===== config.mk =====
export PLATFORM = sky130hd
export DESIGN_NAME = up5bit_count_monitor
export DESIGN_NICKNAME = d
export VERILOG_FILES = /design/src/rtl/up5bit_count_monitor.sv
export SDC_FILE = /design/constraint.sdc
export NUM_CORES = 1
export LEC_CHECK = 0
export ABC_CLOCK_PERIOD_IN_PS = 2900
export BUFFER_PORTS_ARGS = -buffer_cell sky130_fd_sc_hd__buf_2
export CORE_MARGIN = 8
export CORE_UTILIZATION = 25
export CTS_CLUSTER_DIAMETER = 50
export DETAILED_ROUTE_END_ITERATION = 10
export PLACE_DENSITY = 0.41
export SYNTH_ARGS = -nofsm -noshare
export SYNTH_HDL_FRONTEND = slang
export SYNTH_SLANG_ARGS = --single-unit

===== constraint.sdc =====
create_clock -name clk -period 2.9 [get_ports clk]
set_clock_uncertainty 0.2 [all_clocks]
set_input_delay 0.145 -clock clk [delete_from_list [all_inputs] [get_ports clk]]
set_output_delay 0.145 -clock clk [all_outputs]
set_load 0.03 [all_outputs]

===== src/rtl/up5bit_count_monitor.sv =====
// ---------------------------------------------------------------------------
// up5bit_count_monitor
//
// Purpose:
//   Registered checker placed directly downstream of an up-counter. Every
//   valid sample must equal the previous sample plus one (mod 2^WIDTH).
//   The monitor first acquires the sequence, then locks onto it. While
//   locked it counts step errors and wrap-arounds. After FAULT_LIMIT
//   consecutive step errors it raises a sticky fault.
//
// Parameters:
//   WIDTH        width of the monitored count
//   SYNC_LEN     consecutive correct steps needed to lock (1..15)
//   FAULT_LIMIT  consecutive locked step errors that trigger fault (1..15)
//   STAT_W       width of the saturating statistics counters
//
// Ports:
//   clk          rising-edge clock
//   reset        synchronous, active-high reset
//   count_in     counter value under test
//   count_valid  count_in is sampled only when this is 1
//   clr_stats    clears statistics and fault; leaves lock state alone
//   locked       1 while in LOCKED
//   fault        1 while in FAULT (sticky)
//   step_err     one-cycle pulse per detected step error
//   wrap_pulse   one-cycle pulse per correct max->0 step
//   err_count    saturating step-error total
//   wrap_count   saturating wrap total
// ---------------------------------------------------------------------------
module up5bit_count_monitor #(
    parameter int WIDTH       = 5,
    parameter int SYNC_LEN    = 2,
    parameter int FAULT_LIMIT = 4,
    parameter int STAT_W      = 8
) (
    input  logic              clk,
    input  logic              reset,
    input  logic [WIDTH-1:0]  count_in,
    input  logic              count_valid,
    input  logic              clr_stats,
    output logic              locked,
    output logic              fault,
    output logic              step_err,
    output logic              wrap_pulse,
    output logic [STAT_W-1:0] err_count,
    output logic [STAT_W-1:0] wrap_count
);

    typedef enum logic [1:0] {
        IDLE    = 2'd0,
        ACQUIRE = 2'd1,
        LOCKED  = 2'd2,
        FAULT   = 2'd3
    } state_t;

    localparam logic [3:0]        SYNC_TARGET  = 4'(SYNC_LEN);
    localparam logic [3:0]        FAULT_TARGET = 4'(FAULT_LIMIT);
    localparam logic [WIDTH-1:0]  COUNT_MAX    = {WIDTH{1'b1}};
    localparam logic [STAT_W-1:0] STAT_MAX     = {STAT_W{1'b1}};

    state_t            state, state_nxt;
    logic [WIDTH-1:0]  prev, prev_nxt;
    logic [3:0]        good_run, good_run_nxt;
    logic [3:0]        bad_run, bad_run_nxt;
    logic              step_err_nxt;
    logic              wrap_pulse_nxt;
    logic [STAT_W-1:0] err_count_nxt;
    logic [STAT_W-1:0] wrap_count_nxt;

    logic              correct;
    logic              is_wrap;
    logic [3:0]        good_inc;
    logic [3:0]        bad_inc;

    // Step classification against the last accepted sample. The sum is
    // truncated to WIDTH bits so max->0 counts as a correct step.
    assign correct  = (count_in == prev + WIDTH'(1));
    assign is_wrap  = correct && (prev == COUNT_MAX);
    assign good_inc = good_run + 4'd1;
    assign bad_inc  = bad_run + 4'd1;

    // Next-state logic: state transitions, run counters, pulses and the
    // saturating statistics. clr_stats is applied last so it overrides any
    // same-cycle increment while still letting prev follow the sample.
    always_comb begin
        state_nxt      = state;
        prev_nxt       = prev;
        good_run_nxt   = good_run;
        bad_run_nxt    = bad_run;
        step_err_nxt   = 1'b0;
        wrap_pulse_nxt = 1'b0;
        err_count_nxt  = err_count;
        wrap_count_nxt = wrap_count;

        if (count_valid) begin
            prev_nxt = count_in;
            case (state)
                IDLE: begin
                    state_nxt    = ACQUIRE;
                    good_run_nxt = 4'd0;
                end
                ACQUIRE: begin
                    if (correct) begin
                        wrap_pulse_nxt = is_wrap;
                        if (good_inc >= SYNC_TARGET) begin
                            state_nxt    = LOCKED;
                            good_run_nxt = 4'd0;
                            bad_run_nxt  = 4'd0;
                        end else begin
                            good_run_nxt = good_inc;
                        end
                    end else begin
                        good_run_nxt = 4'd0;
                    end
                end
                LOCKED: begin
                    if (correct) begin
                        bad_run_nxt    = 4'd0;
                        wrap_pulse_nxt = is_wrap;
                    end else begin
                        step_err_nxt = 1'b1;
                        bad_run_nxt  = bad_inc;
                        if (bad_inc >= FAULT_TARGET) begin
                            state_nxt = FAULT;
                        end
                    end
                end
                FAULT: begin
                    step_err_nxt = !correct;
                end
                default: begin
                    state_nxt = IDLE;
                end
            endcase

            if (step_err_nxt && (err_count != STAT_MAX)) begin
                err_count_nxt = err_count + STAT_W'(1);
            end
            if (wrap_pulse_nxt && (wrap_count != STAT_MAX)) begin
                wrap_count_nxt = wrap_count + STAT_W'(1);
            end
        end

        // With bad_run cleared, an error that would have tipped LOCKED into
        // FAULT in the same cycle no longer does so; lock is kept.
        if (clr_stats) begin
            err_count_nxt  = '0;
            wrap_count_nxt = '0;
            bad_run_nxt    = 4'd0;
            step_err_nxt   = 1'b0;
            wrap_pulse_nxt = 1'b0;
            if (state == FAULT) begin
                state_nxt    = ACQUIRE;
                good_run_nxt = 4'd0;
            end else if (state_nxt == FAULT) begin
                state_nxt = LOCKED;
            end
        end
    end

    // State and output registers; locked/fault are registered copies of the
    // next state so every output is driven straight from a flop.
    always_ff @(posedge clk) begin
        if (reset) begin
            state      <= IDLE;
            prev       <= '0;
            good_run   <= 4'd0;
            bad_run    <= 4'd0;
            locked     <= 1'b0;
            fault      <= 1'b0;
            step_err   <= 1'b0;
            wrap_pulse <= 1'b0;
            err_count  <= '0;
            wrap_count <= '0;
        end else begin
            state      <= state_nxt;
            prev       <= prev_nxt;
            good_run   <= good_run_nxt;
            bad_run    <= bad_run_nxt;
            locked     <= (state_nxt == LOCKED);
            fault      <= (state_nxt == FAULT);
            step_err   <= step_err_nxt;
            wrap_pulse <= wrap_pulse_nxt;
            err_count  <= err_count_nxt;
            wrap_count <= wrap_count_nxt;
        end
    end

endmodule


Word level (Yosys, flattened, before mapping)
Index checks and enable logic that the tools add are counted.
Cells by class
  $add $sub $neg: 5
  $mul: 0
  divide/modulo/power cells: 0
  magnitude comparators: 2
  equal/unequal tests: 12
  shifts and indexed selects: 0
  mux-type cells: 25
  bitwise operators: 1
  reductions and logical operators: 12
Operators with widths (number)
  $mux W4: 8
  $add A8 B1 Y8 const B: 2
  $mux W2: 8
  $ne A8 B8 Y1 const B: 2
  $pmux W4 S2: 2
  $eq A2 B2 Y1 const B: 5
  $add A4 B1 Y4 const B: 2
  $pmux W2 S3: 1
  $add A5 B1 Y5 const B: 1
  $eq A5 B5 Y1: 1
  $eq A5 B5 Y1 const B: 1
  $mux W1: 5
  $ge A4 B2 Y1 const B: 1
  $ge A4 B3 Y1 const B: 1
  $ne A2 B2 Y1 const B: 2
  $reduce_and A2 Y1: 2
  $reduce_and A4 Y1: 1
  $reduce_or A2 Y1: 2
  $logic_and A1 B1 Y1: 3
  $reduce_or A3 Y1: 1
  $eq A2 B1 Y1 const B: 1
  $logic_not A2 Y1: 1
  $pmux W1 S2: 1
  $reduce_bool A2 Y1: 1
  other kinds (2): 2
Word-level totals
  bits in registers: 35
  bits in latches: 0
  RAM bits: 0
  ROM bits: 0
  bits of input ports: 9
  logic and storage cells: 67
  memories kept: 0

Logic depth before layout (Yosys ltp)
Gate-level depths: netlist of run 1.
  depth in word-level cells: 11
  depth in mapped cells: 10
  depth with buffers taken out: 9

Least setup slack after synthesis of run 1
Ideal clock, no wire load.
  path kind: flip-flop to flip-flop
  from: register prev[0]
  to: register bad_run[0]
  library setup time: 0.128 ns
  arrival: 2.143 ns
  required time: 2.572 ns
  path slack: 0.429 ns
  stages on the path, launching flop included: 10
  buffers on the path: 0
  cell sequence: dfxtp_1 -> ha_1 -> and3_1 -> ha_1 -> xor2_1 -> nor3_4 -> nand3_2 -> o32a_1 -> a32oi_1 -> nor2_1
Between the ends
  longest elaborated chain between the ends: 4
  elaborated cells on any way between the ends: 6
Ends and longest elaborated chain
  start, declared: line 62  | logic [WIDTH-1:0] prev, prev_nxt;
  start signal, assigned: line 177  | prev <= prev_nxt;
  $add A5 B1 Y5 *: line 77  | assign correct = (count_in == prev + WIDTH'(1));
  $eq A5 B5 Y1 *: line 77
  $ne A2 B2 Y1 (no line) or $mux W4 (tied branches)
  $reduce_and A4 Y1 (no line) or $pmux W4 S2 (tied branches)
  end signal, assigned: line 179  | bad_run <= bad_run_nxt;
  end, declared: line 64  | logic [3:0] bad_run, bad_run_nxt;
Mark *: on every way between the ends. The rest lies on a longest branch, timed or not.
A chain may end at the register's enable or synchronous reset.

Worst setup path after layout of run 1
  from: register prev[0]
  to: register bad_run[2]
Same word-level chain as after synthesis.

==> results of run 1 <==
[final cells by class]
class,count,area (µm²)
clock inverters,3,20.0
repair buffers,40,260
clock buffers,5,68.8
inverters,7,26.3
fillers,800,4940
multi-input cells,157,1110
flip-flops and latches,35,701
well taps,99,124
[flip-flops by register name (all words and copies together) (netlist names)]
name,count
err_count,8
wrap_count,8
prev,5
bad_run,4
good_run,4
state,2
fault,1
locked,1
step_err,1
wrap_pulse,1
[cell families (layout without fill, tap and decap cells)]
group	count (synthesis)	after routing	share of synthesized area
flops	35	35	0.376
xor+xnor	22	22	0.116
buf+inv	13	55	0.0275
compound gates	22	22	0.0947
mux	8	8	0.0437
simple gates	94	94	0.269
fa+ha+maj	11	11	0.0739
[power groups by stage]
| stage | Sequential, mW | Combinational [mW] | Clock (mW) |
|---|---|---|---|
| after floorplan | 0.503 | 0.0669 | 0 |
| after global placement | 0.505 | 0.0899 | 0 |
| after detailed placement | 0.505 | 0.0890 | 0 |
| after CTS | 0.493 | 0.102 | 0.381 |
| after global routing | 0.494 | 0.113 | 0.398 |
| final | 0.494 | 0.100 | 0.357 |
[cells in the mapped netlist, types with 2 or more instances]
cell / n / area [µm²]
a21oi_1: 8 / 40.0
a32oi_1: 2 / 17.5
and2_1: 11 / 68.8
and3_1: 6 / 37.5
buf_2: 2 / 10.0
clkbuf_1: 3 / 11.3
dfxtp_1: 35 / 701
ha_1: 11 / 138
inv_1: 7 / 26.3
mux2i_1: 7 / 70.1
nand2_1: 11 / 41.3
nand2b_1: 5 / 31.3
nand3_1: 8 / 40.0
nand4_1: 10 / 62.6
nor2_1: 28 / 105
nor3_1: 3 / 15.0
o21ai_0: 2 / 10.0
or2_2: 2 / 12.5
or3_1: 2 / 12.5
xnor2_1: 3 / 26.3
xnor2_2: 3 / 48.8
xor2_1: 16 / 140
[worst min-delay path: cells and delay by family]
family	cells	cell delay, ps
buf+inv	1	210
simple gates	2	140
compound gates	1	100
[routing by layer]
| layer | routed length, µm | up-vias | global-route usage |
|---|---|---|---|
| met2 | 1840 | 22 | 0.137 |
| met5 | 0 | - | 0 |
| met1 | 2100 | 693 | 0.109 |
| met4 | 63 | 0 | 0.0406 |
| met3 | 168 | 4 | 0.0238 |
| li1 | - | 792 | - |
[final timing paths]
check             slack, ps         from     endpoint  cells after the start
hold / removal          140  count_valid  good_run[0]                      4
hold reg to reg         280   bad_run[1]   bad_run[1]                      2
setup / recovery        210      prev[0]   bad_run[2]                      9
setup reg to reg        210      prev[0]   bad_run[2]                      9
[repair_timing]
action                                 in CTS  in global routing
resized for setup                           0                  0
endpoints found under the hold margin       8                  0
hold buffers                               12                  0
==> flow_summary_export.csv, run 1 <==
group,metric,value,unit
pwr,swShare,0.265,
clocking,cts.sinks,35,
route,vias_per_cell,4.37,
critical_path,crit_arrival,2650,ps
floorplanning,die_h,102,µm
placement,gp_congestion,0.700,
critical_path,cp_num_buf_inv,0,
clocking,cts.path.max_buffers,2,
layout,final_cells,346,
layout,final_common_cell,"dfxtp_1",
critical_path,start_kind,"flop",
yosys,syn-num-nets,225,
placement,placed_cell_area,2100,µm²
clocking,cts_setup_buffers,0,
layout,fin_nets,266,
layout,area_growth_syn_to_layout,24.0,%
clocking,cts.clk_slew.worst_paths,80,ps
layout,drive_above_1_share,0.186,
placement,place_ws,222,ps
layout,layout_common_cells,"35 x dfxtp_1, 28 x nor2_1, 28 x buf_2",
sta,period_share,0.928,
pwr,p_seq_frac,0.519,
yosys,synthCells,205,
route,initialDrtViolationCount,42,
clocking,htreeDepth,2,
yosys,synth_enable_flop_cells,0,
layout,fin_util,0.319,
route,wl,4180,µm
clocking,cts_made_buffers,5,
global_routing,grt_pass1_vias,1553,
route,wl_per_cell,12.1,µm
yosys,ys_types,42,
layout,stdcell_area,2310,µm²
placement,placed_cells,326,
yosys,ys_ff_latch,35,
critical_path,endpoint_kind,"flop",
global_routing,grt_util_all_layers,0.0877,
sta,hold_slack,143,ps
sta,drv_slew,0,
global_routing,antenna_found_initial,0,
global_routing,grt_max_degree,22,
pwr,switchingPower,252,µW
yosys,synth_area,1860,µm²
critical_path,cp_max_fo,8,
flow_run,drv_cap,0,
critical_path,cpMostUsedCell,"ha_1",
critical_path,slowest_delay,460,ps
worst_hold_path,hp-class,"in -> reg",
pwr,comb_power_share,0.106,
floorplanning,dieArea,10500,µm²
critical_path,crit_chain,"ha_1 -> and3_1 -> ha_1 -> xor2_1 -> nor3_4 -> nand3_2 -> o32a_1 -> a32oi_1 -> nor2_1",
yosys,synth_flop_cell,"dfxtp_1",
yosys,yosysWarnings,0,
pwr,clkPwrFrac,0.376,
critical_path,crit_family,"simple AND/OR/NAND/NOR gates",
yosys,avgSynthCellArea,9.09,µm²
pwr,p_int,699,µW
yosys,synth-async-reset-ratio,0,
outcome,outcome,"complete, no violations",
pwr,cellLeakagePower,0.995,nW
sta,tightest_slew,451,ps
route,vias,1511,
route,drc,0,
global_routing,grt_pass1_wl,7250,µm
placement,hpwl,3100,µm
sta,hold_viol,0,
critical_path,cp_slowest_cell,"o32a_1",
sta,max_slew_margin,0.699,
floorplanning,ios,29,
placement,portBuffers,28,
global_routing,grt-ovfl-total,0,
sta,worst_slack,209,ps
critical_path,criticalPathCategory,"reg -> reg",
sta,setup_viol,0,
pwr,powerDensity,412,nW/µm²
route,ant_nets,0,
pwr,power.total,951,µW
floorplanning,start_util,0.257,
yosys,ys_seq_area_frac,0.376,
sta,max_freq,372,MHz
clocking,clk-insertion-delay-late,290,ps
layout,diodes,0,
pwr,vdd_drop_max,150,µV
floorplanning,std_cell_rows,31,
sta,period_minus_slack,2690,ps
critical_path,cp.required,2860,ps
floorplanning,core_area,7250,µm²
clocking,root_buffer,"clkbuf_8",
route,first_pass_iters,4,
clocking,cts_tree,"built",
sta,setup_tns,0,ps
sta,rsz0062_at_grt,"false",
floorplanning,die_w,102,µm
No activity file was read; power rests on OpenSTA's default activity.
==> inputs of run 2 (changes only) <==
--- a/config.mk
+++ b/config.mk
@@ -7,9 +7,9 @@
 export LEC_CHECK = 0
 export ABC_CLOCK_PERIOD_IN_PS = 2900
 export BUFFER_PORTS_ARGS = -buffer_cell sky130_fd_sc_hd__buf_2
-export CORE_MARGIN = 8
 export CORE_UTILIZATION = 25
 export CTS_CLUSTER_DIAMETER = 50
+export CTS_CLUSTER_SIZE = 8
 export DETAILED_ROUTE_END_ITERATION = 10
 export PLACE_DENSITY = 0.41
 export SYNTH_ARGS = -nofsm -noshare
==> run 2 against run 1 <==
Non-clock buffer count unchanged. Power increased by 11%. Worst hold slack about the same. First-iteration DRC count increased by 38%. Utilization increased by 0.57 points. Worst setup slack improved by 9.1 ps. Fmax increased by 0.34%. Via count decreased by 2.0%. Sequential share of layout area decreased by 0.37 points. Clock power increased by 31%.
==> flow_summary_export.csv, run 2 (synthesized netlist as in run 1, its figures left out) <==
group,metric,value,unit
pwr,cellLeakagePower,1.02,nW
layout,area_growth_syn_to_layout,25.6,%
pwr,vdd_drop_max,206,µV
sta,rsz0062_at_grt,"false",
critical_path,r2r_start,"prev[0]",
sta,setup_viol,0,
route,vias,1481,
route,wl_per_cell,11.4,µm
clocking,cts_tree,"built",
critical_path,crit_arrival,2650,ps
global_routing,grt_util_all_layers,0.107,
critical_path,cp_slowest_cell,"o32a_1",
floorplanning,die_h,88.3,µm
sta,period_minus_slack,2680,ps
pwr,clkPwrFrac,0.440,
pwr,comb_power_share,0.095,
global_routing,grt-ovfl-total,0,
route,first_pass_iters,4,
sta,drv_slew,0,
clocking,root_buffer,"clkbuf_8",
critical_path,slowest_delay,450,ps
route,drc,0,
placement,portBuffers,28,
pwr,powerDensity,453,nW/µm²
layout,reg_top3,"err_count (8), wrap_count (8), prev (5)",
critical_path,cp.required,2860,ps
floorplanning,dieArea,7800,µm²
clocking,cts.sinks,35,
layout,layout_common_cells,"35 x dfxtp_1, 28 x nor2_1, 28 x buf_2",
pwr,swShare,0.236,
global_routing,grt_pass1_vias,1361,
clocking,clk-insertion-delay-late,290,ps
global_routing,grt_pass1_wl,6470,µm
sta,hold_slack,143,ps
worst_hold_path,hp-start,"count_valid",
critical_path,cp_max_fo,8,
floorplanning,core_area,7210,µm²
clocking,cts_resized,0,
global_routing,antenna_found_initial,0,
layout,fin_nets,266,
critical_path,rr_worst_depth,9,
critical_path,rrSetupSlack,220,ps
critical_path,start_kind,"flop",
placement,gp_congestion,0.760,
sta,period_share,0.925,
sta,max_slew_margin,0.695,
clocking,cts_made_buffers,5,
floorplanning,die_w,88.3,µm
layout,final_common_cell,"dfxtp_1",
critical_path,worstReg2RegEnd,"bad_run[0]",
placement,hpwl,2860,µm
floorplanning,std_cell_rows,31,
global_routing,grt_max_degree,22,
route,vias_per_cell,4.28,
sta,tightest_slew,457,ps
pwr,switchingPower,250,µW
layout,multi_input_area,1110,µm²
sta,hold_viol,0,
worst_hold_path,whs_path_depth,4,
pwr,p_seq_frac,0.465,
floorplanning,ios,29,
worst_hold_path,hp-class,"in -> reg",
clocking,hold_buffers,12,
critical_path,criticalPathCategory,"reg -> reg",
clocking,cts.path.max_buffers,2,
clocking,htreeDepth,2,
critical_path,cpMostUsedCell,"ha_1",
route,wl,3960,µm
layout,seq_area,701,µm²
floorplanning,start_util,0.258,
layout,drive_above_1_share,0.186,
route,initialDrtViolationCount,58,
clocking,cts.clk_slew.worst_paths,70,ps
sta,setup_tns,0,ps
layout,fillers,797,
critical_path,crit_chain,"ha_1 -> and3_1 -> ha_1 -> xor2_1 -> nor3_4 -> nand3_2 -> o32a_1 -> a32oi_1 -> nor2_1",
pwr,p_int,810,µW
outcome,outcome,"complete, no violations",
worst_hold_path,worst_hold_path.endpoint,"good_run[0]",
route,ant_nets,0,
critical_path,endpoint_kind,"flop",
flow_run,drv_cap,0,
clocking,cts_setup_buffers,0,
sta,max_freq,373,MHz
layout,diodes,0,
## run 2: how the worst max path moves through the flow
stage / endpoint / slack (ps) / cells after the start / start
finish: bad_run[0] / 220 / 9 / prev[0]
global route: bad_run[2] / 70 / 9 / prev[0]
CTS: bad_run[0] / 190 / 9 / prev[0]
detailed placement: bad_run[2] / 220 / 9 / prev[0]
global placement: bad_run[0] / 260 / 9 / prev[0]
floorplan: bad_run[0] / 430 / 9 / prev[0]
## run 2: critical path: cells and delay by family (launching register included)
kind                     cells  cell delay (ps)
XOR/XNOR                     1              170
flip-flops                   1              350
AND/OR/NAND/NOR              4              710
AO/OA/AOI/OAI                2              610
adder cells (fa/ha/maj)      2              520
## run 2: power by group through the flow
| stage | Sequential (mW) | Clock (mW) | Combinational [mW] |
|---|---|---|---|
| after floorplan | 0.503 | 0 | 0.0669 |
| after global placement | 0.505 | 0 | 0.0892 |
| after detailed placement | 0.505 | 0 | 0.0890 |
| after CTS | 0.493 | 0.489 | 0.102 |
| after global routing | 0.494 | 0.507 | 0.112 |
| final | 0.493 | 0.467 | 0.100 |
## run 2: layout make-up
cell class / instances / area share
clock buffer: 6 / 0.0353
timing repair buffer: 40 / 0.111
clock inverter: 2 / 0.0150
sequential: 35 / 0.299
tap: 99 / 0.0529
inverter: 7 / 0.0112
multi-input combinational: 157 / 0.475
## run 2: metal layers
metal | up-vias | global-route usage | wire length (µm)
li1 | 799 | - | -
met4 | 0 | 0.0308 | 0
met2 | 23 | 0.164 | 1730
met3 | 0 | 0.0317 | 145
met1 | 659 | 0.146 | 2080
met5 | - | 0 | 0
## run 2: metrics by stage
stage / worst slack (ps) / utilization / cells / cell area (µm²) / total power [mW]
after floorplan: 429 / - / 205 / 1860 / 0.570
after global placement: 262 / 0.291 / 326 / 2100 / 0.594
after detailed placement: 222 / 0.291 / 326 / 2100 / 0.594
after CTS: 194 / 0.324 / 346 / 2340 / 1.08
after global routing: 66.1 / 0.324 / 346 / 2340 / 1.11
final: 218 / 0.324 / 346 / 2340 / 1.06
==> inputs of run 3 (changes only) <==
--- a/config.mk
+++ b/config.mk
@@ -5,13 +5,14 @@
 export SDC_FILE = /design/constraint.sdc
 export NUM_CORES = 1
 export LEC_CHECK = 0
+export ABC_AREA = 1
 export ABC_CLOCK_PERIOD_IN_PS = 2900
 export BUFFER_PORTS_ARGS = -buffer_cell sky130_fd_sc_hd__buf_2
-export CORE_UTILIZATION = 25
+export CORE_UTILIZATION = 55
 export CTS_CLUSTER_DIAMETER = 50
 export CTS_CLUSTER_SIZE = 8
 export DETAILED_ROUTE_END_ITERATION = 10
-export PLACE_DENSITY = 0.41
+export PLACE_DENSITY = 0.77
 export SYNTH_ARGS = -nofsm -noshare
 export SYNTH_HDL_FRONTEND = slang
 export SYNTH_SLANG_ARGS = --single-unit
==> run 3 against run 2 <==
Sequential power grew 2%. Worst setup slack lost 95 ps. Final cell count grew 4.6%. Critical path type unchanged. Largest cell class unchanged.
==> flow_summary_export.csv, run 3 <==
group,metric,value,unit
sta,max_freq,360,MHz
sta,setup_viol,0,
pwr,comb_power_share,0.139,
critical_path,rr_worst_depth,16,
layout,layout_common_cells,"45 x inv_1, 45 x nand2_1, 33 x dfxtp_1",
clocking,clk-insertion-delay-late,340,ps
pwr,power.total,1.09,mW
clocking,root_buffer,"clkbuf_4",
yosys,ys_ff_latch,35,
layout,diodes,0,
floorplanning,ios,29,
placement,hpwl,2710,µm
route,first_pass_iters,4,
yosys,yosys-top-cells-area,"dfxtp_1 37%, nand2_1 9.6%, inv_1 9.0%",
yosys,synth_most_common_cell,"nand2_1",
yosys,syn-num-nets,286,
pwr,clkPwrFrac,0.399,
flow_run,drv_cap,0,
sta,period_minus_slack,2780,ps
yosys,synthCells,266,
yosys,avgSynthCellArea,7.09,µm²
layout,fillers,264,
floorplanning,die_w,60.6,µm
pwr,vdd_drop_max,512,µV
global_routing,grt_util_all_layers,0.235,
layout,stdcell_area,2390,µm²
sta,hold_viol,0,
clocking,cts.clk_slew.worst_paths,110,ps
worst_hold_path,whs_path_depth,3,
global_routing,grt-ovfl-total,0,
route,vias,1815,
yosys,ys_seq_area_frac,0.372,
pwr,cellLeakagePower,1.12,nW
yosys,yosysWarnings,0,
layout,drive_above_1_share,0.211,
clocking,cts_made_buffers,5,
route,vias_per_cell,5.01,
clocking,cts.path.max_buffers,2,
floorplanning,dieArea,3670,µm²
sta,worst_slack,123,ps
pwr,powerDensity,455,nW/µm²
yosys,synth_enable_flop_cells,0,
placement,placed_cell_area,2080,µm²
layout,fin_nets,337,
outcome,outcome,"complete, no violations",
pwr,p_seq_frac,0.462,
placement,gp_congestion,0.960,
placement,portBuffers,28,
sta,drv_slew,0,
yosys,synth-async-reset-ratio,0,
critical_path,crit_arrival,2820,ps
floorplanning,core_area,3150,µm²
floorplanning,std_cell_rows,20,
critical_path,endpoint_kind,"flop",
pwr,p_int,824,µW
floorplanning,start_util,0.598,
layout,area_growth_syn_to_layout,26.9,%
critical_path,cp_max_fo,4,
yosys,synth_flop_cell,"dfxtp_1",
critical_path,start_kind,"flop",
yosys,synth_common_cells,"48 x nand2_1, 45 x inv_1, 35 x dfxtp_1",
critical_path,criticalPathCategory,"reg -> reg",
route,wl_per_cell,11.1,µm
clocking,cts_tree,"built",
pwr,switchingPower,266,µW
yosys,synth_top_cell_by_area,"dfxtp_1",
yosys,synth_area,1890,µm²
global_routing,antenna_found_initial,0,
worst_hold_path,hp-class,"in -> reg",
route,wl,4020,µm
sta,tightest_slew,497,ps
route,ant_nets,0,
yosys,ys_types,29,
route,initialDrtViolationCount,62,
yosys,synth_top_area_frac,0.372,
clocking,htreeDepth,2,
critical_path,cp.required,2940,ps
global_routing,grt_pass1_wl,6350,µm
floorplanning,die_h,60.6,µm
global_routing,grt_pass1_vias,1520,
sta,max_slew_margin,0.668,
pwr,swShare,0.244,
route,drc,0,
layout,reg_top3,"err_count (8), wrap_count (8), prev (5)",
placement,place_ws,435,ps
clocking,cts.sinks,35,
global_routing,grt_max_degree,14,
sta,period_share,0.958,
==> run 3: cell count changes after synthesis, moves of 7 or more <==
cell	previous run	this run
inv_1	7	45
nand2_1	11	48
o21ai_0	2	17
a21oi_1	8	21
nand3_1	8	21
xor2_1	16	3
and2_1	11	1
mux2i_1	7	0
==> run 3: final timing paths <==
| check | from | to | slack [ps] |
|---|---|---|---|
| worst max-delay path | prev[0] | state[0] | 120 |
| worst min-delay path | count_valid | prev[1] | 50 |
| worst max register to register | prev[0] | state[0] | 120 |
| worst min register to register | good_run[3] | good_run[3] | 270 |
==> run 3: layout make-up <==
type / count / area [µm²] / share of cell area
Inverter: 47 / 176 / 0.0737
Timing Repair Buffer: 46 / 303 / 0.127
Tap cell: 44 / 55.1 / 0.0230
Multi-Input combinational cell: 182 / 1050 / 0.440
Clock inverter: 2 / 60.1 / 0.0251
Clock buffer: 6 / 41.3 / 0.0173
Sequential cell: 35 / 706 / 0.295
==> run 3: cells by family (layout without fill, tap and decap cells) <==
family | Yosys count | in the layout | synth area share
AOI/OAI and AO/OA | 43 | 43 | 0.121
DFF | 35 | 35 | 0.372
and+or+nand+nor | 121 | 121 | 0.305
adders and majority gates | 11 | 11 | 0.0730
xor gates and xnor gates | 7 | 7 | 0.0325
buffers and inverters | 49 | 101 | 0.0975
==> run 3: metal layers <==
metal	vias to the layer above	share of wire	global-route usage
met1	813	0.46	0.308
met4	0	0.016	0.0974
met5	-	0	0
li1	952	-	-
met3	9	0.042	0.0512
met2	41	0.48	0.375
==> run 3: worst max-delay path: stages (launching register included) <==
cell and delay, ps:
dfxtp_4 370, ha_2 180, nand2_2 60, nor2_1 120, ha_1 250, inv_1 60, nand2_1 60, nand2_2 80
nand3_4 80, nor2_4 190, buf_4 130, nand3_1 70, nand3_2 90, nand3_2 80, nand3_2 90, a21oi_2 50
dlygate4sd3_1 540
==> run 3: repair_timing <==
item,in CTS,in global routing
setup buffers,0,6
endpoints found under the setup margin,0,1
gates resized for setup,0,15
endpoints found under the hold margin,7,0
hold buffers,11,0
==> run 3: power groups by stage <==
stage                     Combinational, mW  Clock (mW)  Sequential (mW)
after CTS                             0.132       0.439            0.503
after global routing                  0.169       0.462            0.506
after detailed placement              0.119           0            0.514
after floorplan                      0.0839           0            0.518
after global placement                0.117           0            0.514
final                                 0.151       0.435            0.503
==> run 3: through the flow <==
step	hold WS, ps	utilization	cells	setup TNS (ps)
finish	49.9	0.759	362	0
detailed placement	144	0.660	337	0
global placement	139	0.660	337	0
floorplan	14.1	-	266	0
CTS	30.9	0.727	356	0
global route	66.8	0.759	362	-31.5
